[src/rtl/ic_miss_ctrl.sv]
// Instruction-cache miss controller: issues one L2 line request per fetch miss,
// assembles the refill beats, writes the victim way and replays the fetch.
module ic_miss_ctrl #(
  parameter int PADDR_W  = 34,
  parameter int OFFSET_W = 4,
  parameter int INDEX_W  = 6,
  parameter int WAY_N    = 4,
  parameter int LINE_W   = 128,
  parameter int BEAT_W   = 64
) (
  input  logic                                  i_clk,
  input  logic                                  i_reset_n,
  input  logic                                  i_flush,
  input  logic                                  i_s2_miss_valid,
  input  logic [PADDR_W-1:0]                    i_s2_miss_paddr,
  output logic                                  o_busy,
  output logic                                  o_l2_req_valid,
  input  logic                                  i_l2_req_ready,
  output logic [PADDR_W-1:0]                    o_l2_req_paddr,
  input  logic                                  i_l2_resp_valid,
  input  logic [BEAT_W-1:0]                     i_l2_resp_data,
  output logic                                  o_refill_we,
  output logic [WAY_N-1:0]                      o_refill_way,
  output logic [INDEX_W-1:0]                    o_refill_index,
  output logic [PADDR_W-OFFSET_W-INDEX_W-1:0]   o_refill_tag,
  output logic [LINE_W-1:0]                     o_refill_data,
  output logic                                  o_replay_valid,
  output logic [PADDR_W-1:0]                    o_replay_paddr
);

  localparam int TAG_LOW = OFFSET_W + INDEX_W;
  localparam int BEATS   = LINE_W / BEAT_W;
  localparam int CNT_W   = (BEATS > 1) ? $clog2(BEATS) : 1;
  localparam int VIC_W   = (WAY_N > 1) ? $clog2(WAY_N) : 1;

  typedef enum logic [2:0] {
    S_IDLE   = 3'd0,
    S_REQ    = 3'd1,
    S_WAIT   = 3'd2,
    S_WRITE  = 3'd3,
    S_REPLAY = 3'd4
  } state_t;

  state_t             state_q, state_d;
  logic               kill_q, kill_d;
  logic [CNT_W-1:0]   cnt_q, cnt_d;
  logic [VIC_W-1:0]   victim_q, victim_d;
  logic [PADDR_W-1:0] paddr_q;
  logic [LINE_W-1:0]  line_q;
  logic               last_beat;

  assign last_beat = (cnt_q == CNT_W'(BEATS - 1));

  always_ff @(posedge i_clk or negedge i_reset_n) begin
    if (!i_reset_n) begin
      state_q  <= S_IDLE;
      kill_q   <= 1'b0;
      cnt_q    <= '0;
      victim_q <= '0;
    end else begin
      state_q  <= state_d;
      kill_q   <= kill_d;
      cnt_q    <= cnt_d;
      victim_q <= victim_d;
    end
  end

  // Address and line storage carry no reset; they are only observed behind strobes.
  always_ff @(posedge i_clk) begin
    if (state_q == S_IDLE && i_s2_miss_valid && !i_flush) begin
      paddr_q <= i_s2_miss_paddr;
    end
    if (state_q == S_WAIT && i_l2_resp_valid) begin
      for (int b = 0; b < BEATS; b++) begin
        if (cnt_q == CNT_W'(b)) begin
          line_q[b*BEAT_W +: BEAT_W] <= i_l2_resp_data;
        end
      end
    end
  end

  always_comb begin
    state_d  = state_q;
    kill_d   = kill_q;
    cnt_d    = cnt_q;
    victim_d = victim_q;
    case (state_q)
      S_IDLE: begin
        kill_d = 1'b0;
        if (i_s2_miss_valid && !i_flush) state_d = S_REQ;
      end
      S_REQ: begin
        if (i_l2_req_ready) begin
          state_d = S_WAIT;
          cnt_d   = '0;
          kill_d  = i_flush;
        end else if (i_flush) begin
          state_d = S_IDLE;
        end
      end
      S_WAIT: begin
        if (i_flush) kill_d = 1'b1;
        // A killed refill still drains every beat so L2 and this block stay in step.
        if (i_l2_resp_valid) begin
          if (last_beat) begin
            state_d = (kill_q || i_flush) ? S_IDLE : S_WRITE;
            cnt_d   = '0;
            kill_d  = 1'b0;
          end else begin
            cnt_d = cnt_q + CNT_W'(1);
          end
        end
      end
      S_WRITE: begin
        victim_d = (victim_q == VIC_W'(WAY_N - 1)) ? '0 : victim_q + VIC_W'(1);
        state_d  = i_flush ? S_IDLE : S_REPLAY;
      end
      S_REPLAY: state_d = S_IDLE;
      default:  state_d = S_IDLE;
    endcase
  end

  always_comb begin
    o_busy         = (state_q != S_IDLE);
    o_l2_req_valid = (state_q == S_REQ);
    o_refill_we    = (state_q == S_WRITE);
    o_refill_way   = '0;
    if (state_q == S_WRITE) o_refill_way = WAY_N'(1) << victim_q;
    o_replay_valid = (state_q == S_REPLAY) && !i_flush;
  end

  assign o_l2_req_paddr = {paddr_q[PADDR_W-1:OFFSET_W], {OFFSET_W{1'b0}}};
  assign o_refill_index = paddr_q[TAG_LOW-1:OFFSET_W];
  assign o_refill_tag   = paddr_q[PADDR_W-1:TAG_LOW];
  assign o_refill_data  = line_q;
  assign o_replay_paddr = paddr_q;

endmodule

[config.mk]
export PLATFORM = sky130hd
export DESIGN_NAME = ic_miss_ctrl
export DESIGN_NICKNAME = d
export VERILOG_FILES = /design/src/rtl/ic_miss_ctrl.sv
export SDC_FILE = /design/constraint.sdc
export NUM_CORES = 1
export LEC_CHECK = 0
export CAP_MARGIN = 25
export CELL_PAD_IN_SITES_DETAIL_PLACEMENT = 0
export CELL_PAD_IN_SITES_GLOBAL_PLACEMENT = 1
export CORE_MARGIN = 4
export CORE_UTILIZATION = 33
export CTS_BUF_LIST = sky130_fd_sc_hd__clkbuf_2
export DETAILED_ROUTE_END_ITERATION = 8
export PLACE_DENSITY_LB_ADDON = 0.1
export SYNTH_ARGS = -nofsm -noshare
export SYNTH_HDL_FRONTEND = slang
export SYNTH_SLANG_ARGS = --single-unit
[constraint.sdc]
create_clock -name i_clk -period 9.3 [get_ports i_clk]
set_clock_uncertainty 0.05 [all_clocks]
set_input_delay 1.395 -clock i_clk [delete_from_list [all_inputs] [get_ports i_clk]]
set_output_delay 1.395 -clock i_clk [all_outputs]
set_load 0.03 [all_outputs]
Yosys cells after proc, flatten, opt, wreduce, memory -nomap -nowiden
Index checks and enable logic that the tools add are counted.
{"block": "op_classes", "eq_ne": 10, "n_shift": 1, "n_mux": 19, "bitwise_logic": 1, "addsub": 2, "n_reduce_logical": 16}
{"op": "two-way mux 3 bit", "n": 6}
{"op": "case mux 3 bit (4 select lines)", "n": 1}
{"op": "two-way mux 1 bit", "n": 7}
{"op": "== test 3 x 2 -> 1 bit (second input constant)", "n": 2}
{"op": "AND reduction 2 bit", "n": 3}
{"op": "nonzero test 3 bit", "n": 2}
{"op": "logical AND 1 bit", "n": 5}
{"op": "two-way mux 2 bit", "n": 2}
{"op": "two-way mux 4 bit", "n": 1}
{"op": "!= test 2 x 1 -> 1 bit (second input constant)", "n": 2}
{"op": "!= test 2 bit (second input constant)", "n": 2}
{"op": "AND reduction 4 bit", "n": 1}
{"op": "left shift 1 x 2 -> 4 bit (first input constant)", "n": 1}
{"op": "== test 3 x 1 -> 1 bit (second input constant)", "n": 1}
{"op": "== test 3 bit (second input constant)", "n": 1}
{"op": "logical NOT 3 bit", "n": 1}
{"op": "!= test 3 x 2 -> 1 bit (second input constant)", "n": 1}
{"op": "case mux 1 bit (3 select lines)", "n": 1}
{"op": "AND reduction 3 bit", "n": 1}
{"op": "adder 2 x 1 -> 2 bit (second input constant)", "n": 1}
{"op": "== test 2 bit (second input constant)", "n": 1}
{"op": "case mux 1 bit (2 select lines)", "n": 1}
{"op": "nonzero test 2 bit", "n": 1}
{"op": "adder 1 bit (second input constant)", "n": 1}
{"op": "other kinds (3)", "n": 3}
{"block": "word_totals", "in_bits": 104, "reg_bits": 169, "word_cells": 56, "output_inout_bits": 234}

Logic depth before layout (Yosys ltp)
Gate-level depths: netlist of the first run.
{"block": "depth", "word_depth": 5, "ltp_mapped": 5, "mapped_depth_nobuf": 4}

Least setup slack after synthesis of the first run
OpenSTA, ideal clock, no wires.
{"block": "synth_timing", "kind": "input-to-reg", "startpoint": "input port i_l2_resp_valid", "endpoint": "register line_q[100], in the netlist o_refill_data[100], enable pin", "arrival_ps": 6172, "setup_ps": 581, "setup_slack_ps": 2498, "cell_stages": 2, "n_path_buf": 0, "t_required_ps": 8669, "path_cell_list": "nand2_2 nor3b_1"}
{"block": "synth_between", "elab_chain_len": 2}
{"item": "start: declaration", "line_no": "20", "text": "input logic i_l2_resp_valid,"}
{"item": "logical AND 1 bit", "line_no": "73", "text": "if (state_q == S_WAIT && i_l2_resp_valid) begin"}
{"item": "AND reduction 2 bit (no line)"}
{"item": "end signal: indexed assignment", "line_no": "76", "text": "line_q[b*BEAT_W +: BEAT_W] <= i_l2_resp_data;"}
{"item": "end: declaration", "line_no": "49", "text": "logic [LINE_W-1:0] line_q;"}
No other way between the ends.
A chain may end at the register's enable or synchronous reset.

Worst setup path after layout of the first run
{"block": "layout_timing", "startpoint": "input port i_flush", "endpoint": "output port o_replay_valid"}
{"block": "layout_between", "elab_chain_len": 2}
{"item": "start: declaration", "line_no": "13", "text": "input logic i_flush,"}
{"item": "logical NOT 1 bit", "line_no": "129", "text": "o_replay_valid = (state_q == S_REPLAY) && !i_flush;"}
{"item": "logical AND 1 bit", "line_no": "129"}
{"item": "end: declaration", "line_no": "27", "text": "output logic o_replay_valid,"}
No other way between the ends.

==> metrics.md, run 1 <==
| Metric | Value |
|---|---|
| Status | completed |
| Leakage | 3.18 nW |
| Half-perimeter wire length after placement | about 12000 um |
| Core box area | 17300 um2 |
| Reg2Reg Setup Slack | between 7 and 8 ns |
| CP endpoint | o_replay_valid |
| Synth top area cells | edfxtp_1 (83%), buf_4 (8.5%), dfrtp_1 (3.0%) |
| Avg Vias per Cell | 4.19 |
| Power density over the cells | 208 nW/um2 |
| Number of I/O pins | 338 |
| #FFs+latches synth | 169 |
| CTS Root Cell | clkbuf_2 |
| CP startpoint kind | primary input |
| Clk buf depth | 2 |
| CTS tree | built |
| Final slew viol count | 0 |
| Met3 wire length | 1330 um |
| Die height | 141 um |
| Worst skew pair latency | 0.69 ns |
| Met2 wire length | 8270 um |
| Fillcell total | 1412 |
| Drc violations | 0 |
| WL final | 15200 um |
| Pre-Repair DR Iteration Count | 4 |
| Share of cells above drive strength 1 | 6.48% |
| Initial antenna violation count | 1 |
| Row count | 48 |
| Hold_ws | 0.561 ns |
| Cell count after synthesis | approximately 280 |
| Routed len/inst | 18.7 um |
| FF-to-FF Start | state_q[1]$_DFFE_PN0P_ |
| WL met1 | 5150 um |
| Crit-path cells | clkdlybuf4s50_1 > nor4b_1 > clkdlybuf4s50_1 |
| Relative slew slack | 41.4% |
| Biggest area consumer among synthesized cells | edfxtp_1 |
| Vias in the first global route | 3515 |
| # hold bufs at CTS | 0 |
| Critical-path top delay cell | clkdlybuf4s50_1 |
| Reg2Reg Depth | 3 |
| Initial Util | 33.7% |
| Area of the multi-input gates | 310 um2 |
| Final setup fails | 0 |
| Critical setup path kind | in2out |
| Iteration-0 DRC Markers | 136 |
| Synth unique cells | 29 |
| Area growth syn-to-layout | 58.9% |
| Setup TNS Final | 0 ns |
| CTS sink cnt | 169 |
| CP required | 7.86 ns |
| Via count | 3403 |
| Yosys warns | 0 |
| Setup bufs post-CTS | 0 |
| Worst vdd ir | 0.144 mV |
| Final hold viol count | 0 |
| Least-Margin Pin Slew | 0.879 ns |
| Netlist Area Pre-Place | a little under 6000 um2 |
| Tot GR Track Use | 15.0% |
| Worst r2r dst | o_refill_data[72]$_DFFE_PP_ |
| Chip width | 141 um |
| Final #Nets | 682 |
| Fin util | 53.6% |
| Port bufs | 333 |
| Quantity of gates resized following cts | 0 |
| Critical Path Source | i_flush |
| TritonCTS buffer count | 17 |
| GP Congestion | 0.753 |
| Critical Path Sink Type | primary output |
| Count of maximum capacitance violations | 0 |
| FMAX | between 200 and 250 MHz |
| First-pass GRT wire length | 21900 um |
| FF+latch area | 5040 um2 |
| CTS clk-pin slew, worst paths | about 0.23 ns |
| Max stage delay on crit path | 0.73 ns |
| Top Layer Used | met4 |
| Critical path data arrival time | between 2 and 3 ns |
| Largest net degree at the start of global routing | 65 |
| Crit Path Max Fanout | 4 |
| Avg Cell Area, Syn | 20.6 um2 |
| Most used cell, CP | clkdlybuf4s50_1 |
| Die area | 19900 um2 |
| H-tree depth | 4 |
| GRT overflow | 0 |
| Min-delay worst type | reg2reg |
| RSZ-0062 raised after global routing | no |
| Final clock period utilization by the worst path | 46.3% |
| Post-route ant nets | 0 |
| Area share of the largest cell type after synthesis | 83.3% |
| Seq/Total Area, Yosys | 86.3% |
| Period minus WS final | 4.30 ns |
-- worst max-delay path: cells and delay by family --
| kind | cells | cell delay, ns |
|---|---|---|
| simple gates | 1 | 0.27 |
| buf+inv | 2 | 1.20 |
-- layout make-up --
class,instances,share of cell area [%]
antenna,1,0.0270
clock buffer,17,0.917
clock inverter,14,2.02
inverter,3,0.121
multi-input combinational,47,3.35
sequential,169,54.3
tap,225,3.04
timing repair buffer,336,36.2
-- registers in the layout, summed over array words and instances (netlist names) --
name,flops
o_replay_paddr,34
o_refill_data,128
cnt_q,1
victim_q,2
state_q,3
kill_q,1
-- logic make-up (layout without fill, tap and decap cells) --
kind of cell	Yosys count	in the layout	share of synthesized area, %
other	1	5	0.0642
buffers and inverters	71	370	8.83
and+or+nand+nor	28	28	2.68
AOI/OAI and AO/OA	11	11	1.22
DFF	169	169	86.3
adders and majority gates	4	4	0.857
-- synth_stat cells --
master	count
a211o_1	1
nor3b_1	2
a2bb2oi_1	1
nand3b_1	1
clkbuf_1	1
and3b_1	1
nor2_1	5
nand2_2	1
nor2b_1	1
nand3_1	1
nor4b_1	1
o21ai_0	3
o211ai_1	1
nand2b_1	1
edfxtp_1	162
conb_1	1
and2_1	5
or4_1	1
dfrtp_1	7
buf_4	66
or3_1	1
a22oi_1	1
o311ai_0	1
nor3_1	2
nand2_1	5
inv_1	3
a21oi_1	3
buf_2	1
ha_1	4
-- metrics by stage --
step           instance area, um2  cells  total power, mW  worst slack (ns)
2_1_floorplan                5850    287             1.31              2.50
3_3_place_gp                 9000    780             1.53              5.01
3_5_place_dp                 9000    780             1.53              5.01
4_1_cts                      9270    811             1.96              4.98
5_1_grt                      9270    812             2.02              4.91
6_report                     9270    812             1.93              5.00
-- routing by layer --
layer	vias to the layer above	GRT usage, %
li1	1573	-
met1	1624	15.2
met2	184	27.4
met3	22	6.21
met4	0	5.92
met5	-	0
-- placed cells by master, fill, tap and decap left out, types with 2 or more instances in the layout --
master,netlist,final
edfxtp_1,162,162
clkdlybuf4s50_1,0,333
o21ai_0,3,3
nor2_1,5,4
bufinv_16,0,3
nand2_1,5,5
a21oi_1,3,3
ha_1,4,4
inv_8,0,3
buf_4,66,3
inv_6,0,3
clkinvlp_4,0,2
dfrtp_1,7,7
inv_1,3,3
clkbuf_2,0,17
clkinv_4,0,2
conb_1,1,4
and2_1,5,5
-- power breakdown --
| group | internal (mW) | leakage [nW] | switching (mW) |
|---|---|---|---|
| sequential | 0.934 | 1.56 | 0.0450 |
| combinational | 0.214 | 1.46 | 0.313 |
| clock | 0.157 | 0.157 | 0.263 |
| total | 1.30 | 3.18 | 0.622 |
-- worst min path at each step --
stage / startpoint / end / slack [ns] / depth (start not counted)
3_3_place_gp: kill_q$_DFFE_PN0P_ / kill_q$_DFFE_PN0P_ / 0.53 / 2
6_report: kill_q$_DFFE_PN0P_ / kill_q$_DFFE_PN0P_ / 0.56 / 2
5_1_grt: victim_q[1]$_DFFE_PN0P_ / victim_q[1]$_DFFE_PN0P_ / 0.63 / 2
2_1_floorplan: kill_q$_DFFE_PN0P_ / state_q[0]$_DFFE_PN0P_ / 0.47 / 2
3_5_place_dp: kill_q$_DFFE_PN0P_ / kill_q$_DFFE_PN0P_ / 0.54 / 2
4_1_cts: kill_q$_DFFE_PN0P_ / kill_q$_DFFE_PN0P_ / 0.57 / 2
(Power assumes the default switching activity.)
==> inputs of run 2 (changes only) <==
--- a/config.mk
+++ b/config.mk
@@ -9,7 +9,7 @@
 export CELL_PAD_IN_SITES_DETAIL_PLACEMENT = 0
 export CELL_PAD_IN_SITES_GLOBAL_PLACEMENT = 1
 export CORE_MARGIN = 4
-export CORE_UTILIZATION = 33
+export CORE_UTILIZATION = 28
 export CTS_BUF_LIST = sky130_fd_sc_hd__clkbuf_2
 export DETAILED_ROUTE_END_ITERATION = 8
 export PLACE_DENSITY_LB_ADDON = 0.1
==> constraint.sdc (replaced) <==
create_clock -name i_clk -period 3.75 [get_ports i_clk]
set_clock_uncertainty 0.05 [all_clocks]
set_input_delay 0.5625 -clock i_clk [delete_from_list [all_inputs] [get_ports i_clk]]
set_output_delay 0.5625 -clock i_clk [all_outputs]
set_load 0.03 [all_outputs]
==> run 2 against run 1 <==
  * Count of clock-buffer cells in the layout unchanged
  * Highest routed layer unchanged
  * Flip-flop and latch count unchanged
  * Final cell count increased by 6.0%
  * Design area increased by 0.80%
  * Combinational power increased to 2.5 times the previous value
  * Utilization decreased by 7.7 points
  * Register-to-register slack got worse by 5.2 ns
  * Wire length increased by 12%
==> metrics.md, run 2 (same netlist as run 1, synthesis figures left out) <==
| Metric | Value |
|---|---|
| Number of I/O pins | 338 |
| Vias in the first global route | 3764 |
| Initial antenna violation count | 2 |
| Reg2Reg Setup Slack | 1.82 ns |
| Share of cells above drive strength 1 | 6.45% |
| Power density over the cells | 506 nW/um2 |
| Final slew viol count | 0 |
| FF-to-FF Start | state_q[0]$_DFFE_PN0P_ |
| Hold wc startpoint | i_s2_miss_paddr[12] |
| Count of maximum capacitance violations | 0 |
| Status | completed |
| CP startpoint kind | register |
| GP Congestion | 0.797 |
| Min-delay worst type | in2reg |
| CTS clk-pin slew, worst paths | roughly 0.24 ns |
| Quantity of gates resized following cts | 0 |
| Area of the multi-input gates | 317 um2 |
| CTS sink cnt | 169 |
| Non-filler cells, final | about 860 |
| Period minus WS final | between 3 and 4 ns |
| Crit Path Max Fanout | 12 |
| Critical setup path kind | reg2out |
| Die height | 152 um |
| Relative slew slack | 61.7% |
| Worst vdd ir | ~0.21 mV |
| Least-Margin Pin Slew | 0.574 ns |
| FMAX | 323 MHz |
| Number of flip-flops in the largest register | 128 |
| Setup bufs post-CTS | 0 |
| Port bufs | 333 |
| Worst slack, placed | between 1 and 1.5 ns |
| Drc violations | 0 |
| Final setup fails | 0 |
| # hold bufs at CTS | 1 |
| Routed len/inst | ~20 um |
| Setup TNS Final | 0 ns |
| Leakage | 3.18 nW |
| TritonCTS buffer count | 17 |
| Critical Path Sink Type | primary output |
| Hold_ws | 0.357 ns |
| Die area | about 23000 um2 |
| CTS Root Cell | clkbuf_2 |
| Row count | 52 |
| WL final | 16900 um |
| Final #Nets | 684 |
| Half-perimeter wire length after placement | 13100 um |
| Placed insts | 826 |
| Post-route ant nets | 0 |
| Final hold viol count | 0 |
| RSZ-0062 raised after global routing | no |
| Critical path data arrival time | 2.48 ns |
| CTS tree | built |
| Final worst setup slack | 0.653 ns |
| Via count | 3539 |
| CP required | 3.14 ns |
| Most common cell after layout, fill and taps aside | clkdlybuf4s50_1 |
| Avg Vias per Cell | 4.11 |
| Tot GR Track Use | 14.1% |
| FF+latch area | about 5000 um2 |
| Worst skew pair latency | 0.67 ns |
| Final clock period utilization by the worst path | 82.6% |
| Clk buf depth | 2 |
| Core box area | 20400 um2 |
| Chip width | approximately 150 um |
| First-pass GRT wire length | ~24000 um |
| H-tree depth | 4 |
| Iteration-0 DRC Markers | 157 |
| Initial Util | between 20% and 30% |
| Critical Path Source | state_q[0]$_DFFE_PN0P_ |
| Area growth syn-to-layout | 60.2% |
| Commonest non-fill, non-tap cells in the layout | clkdlybuf4s50_1 (333), edfxtp_1 (162), clkbuf_2 (17) |
| GRT overflow | 0 |
| Fillcell total | approximately 1800 |
| Pre-Repair DR Iteration Count | 4 |
| Largest net degree at the start of global routing | 66 |
run 2: changes by cell type in the layout (fill, tap and decap cells not counted):
cell / previous run / this run
clkinv_1: 0 / 2
clkinv_4: 2 / 4
buf_12: 0 / 1
bufinv_16: 3 / 2
clkinvlp_4: 2 / 1
diode_2: 1 / 2
dlygate4sd3_1: 0 / 1
inv_6: 3 / 2
nor3b_2: 1 / 0
nor3b_4: 0 / 1
run 2: cell type report:
| class | count | share of cell area (%) |
|---|---|---|
| clock inverter | 15 | 1.78 |
| antenna | 2 | 0.0535 |
| multi-input combinational | 47 | 3.39 |
| inverter | 3 | 0.120 |
| sequential | 169 | 53.9 |
| tap | 270 | 3.61 |
| timing repair buffer | 338 | 36.2 |
| clock buffer | 17 | 0.910 |
run 2: worst max-delay path: stages (launching register included):
cell and delay [ns]:
dfrtp_1 0.60, and3b_1 0.38, and2_1 0.17, clkdlybuf4s50_1 0.67
run 2: worst paths after layout:
path / endpoint / cells after the start
worst min register to register: kill_q$_DFFE_PN0P_ / 2
min in group asynchronous: victim_q[0]$_DFFE_PN0P_ / 2
worst max-delay path: o_refill_way[0] / 3
worst max register to register: o_refill_data[35]$_DFFE_PP_ / 4
max in group asynchronous: state_q[0]$_DFFE_PN0P_ / 2
worst min-delay path: o_replay_paddr[12]$_DFFE_PP_ / 1
run 2: layer usage:
layer	GRT usage, %	routed length (um)
met5	0	0
met1	13.6	5820
met2	25.4	8900
met3	6.82	1700
met4	6.46	531
run 2: power breakdown:
| part | leakage (nW) | total, mW | switching [mW] | internal (mW) |
|---|---|---|---|---|
| registers | 1.56 | 2.43 | 0.115 | 2.31 |
| clock network | 0.150 | 0.977 | 0.654 | 0.323 |
| logic | 1.47 | 1.33 | 0.790 | 0.537 |
| total | 3.18 | 4.73 | 1.56 | 3.17 |
run 2: through the flow:
| stage | instance area, um2 | total power, mW | util, % |
|---|---|---|---|
| after floorplan | 5860 | 3.23 | - |
| after global placement | 9080 | 3.81 | 44.6 |
| after detailed placement | 9080 | 3.82 | 44.6 |
| after CTS | 9340 | 4.82 | 45.9 |
| after global routing | 9350 | 4.98 | 45.9 |
| final | 9350 | 4.73 | 45.9 |
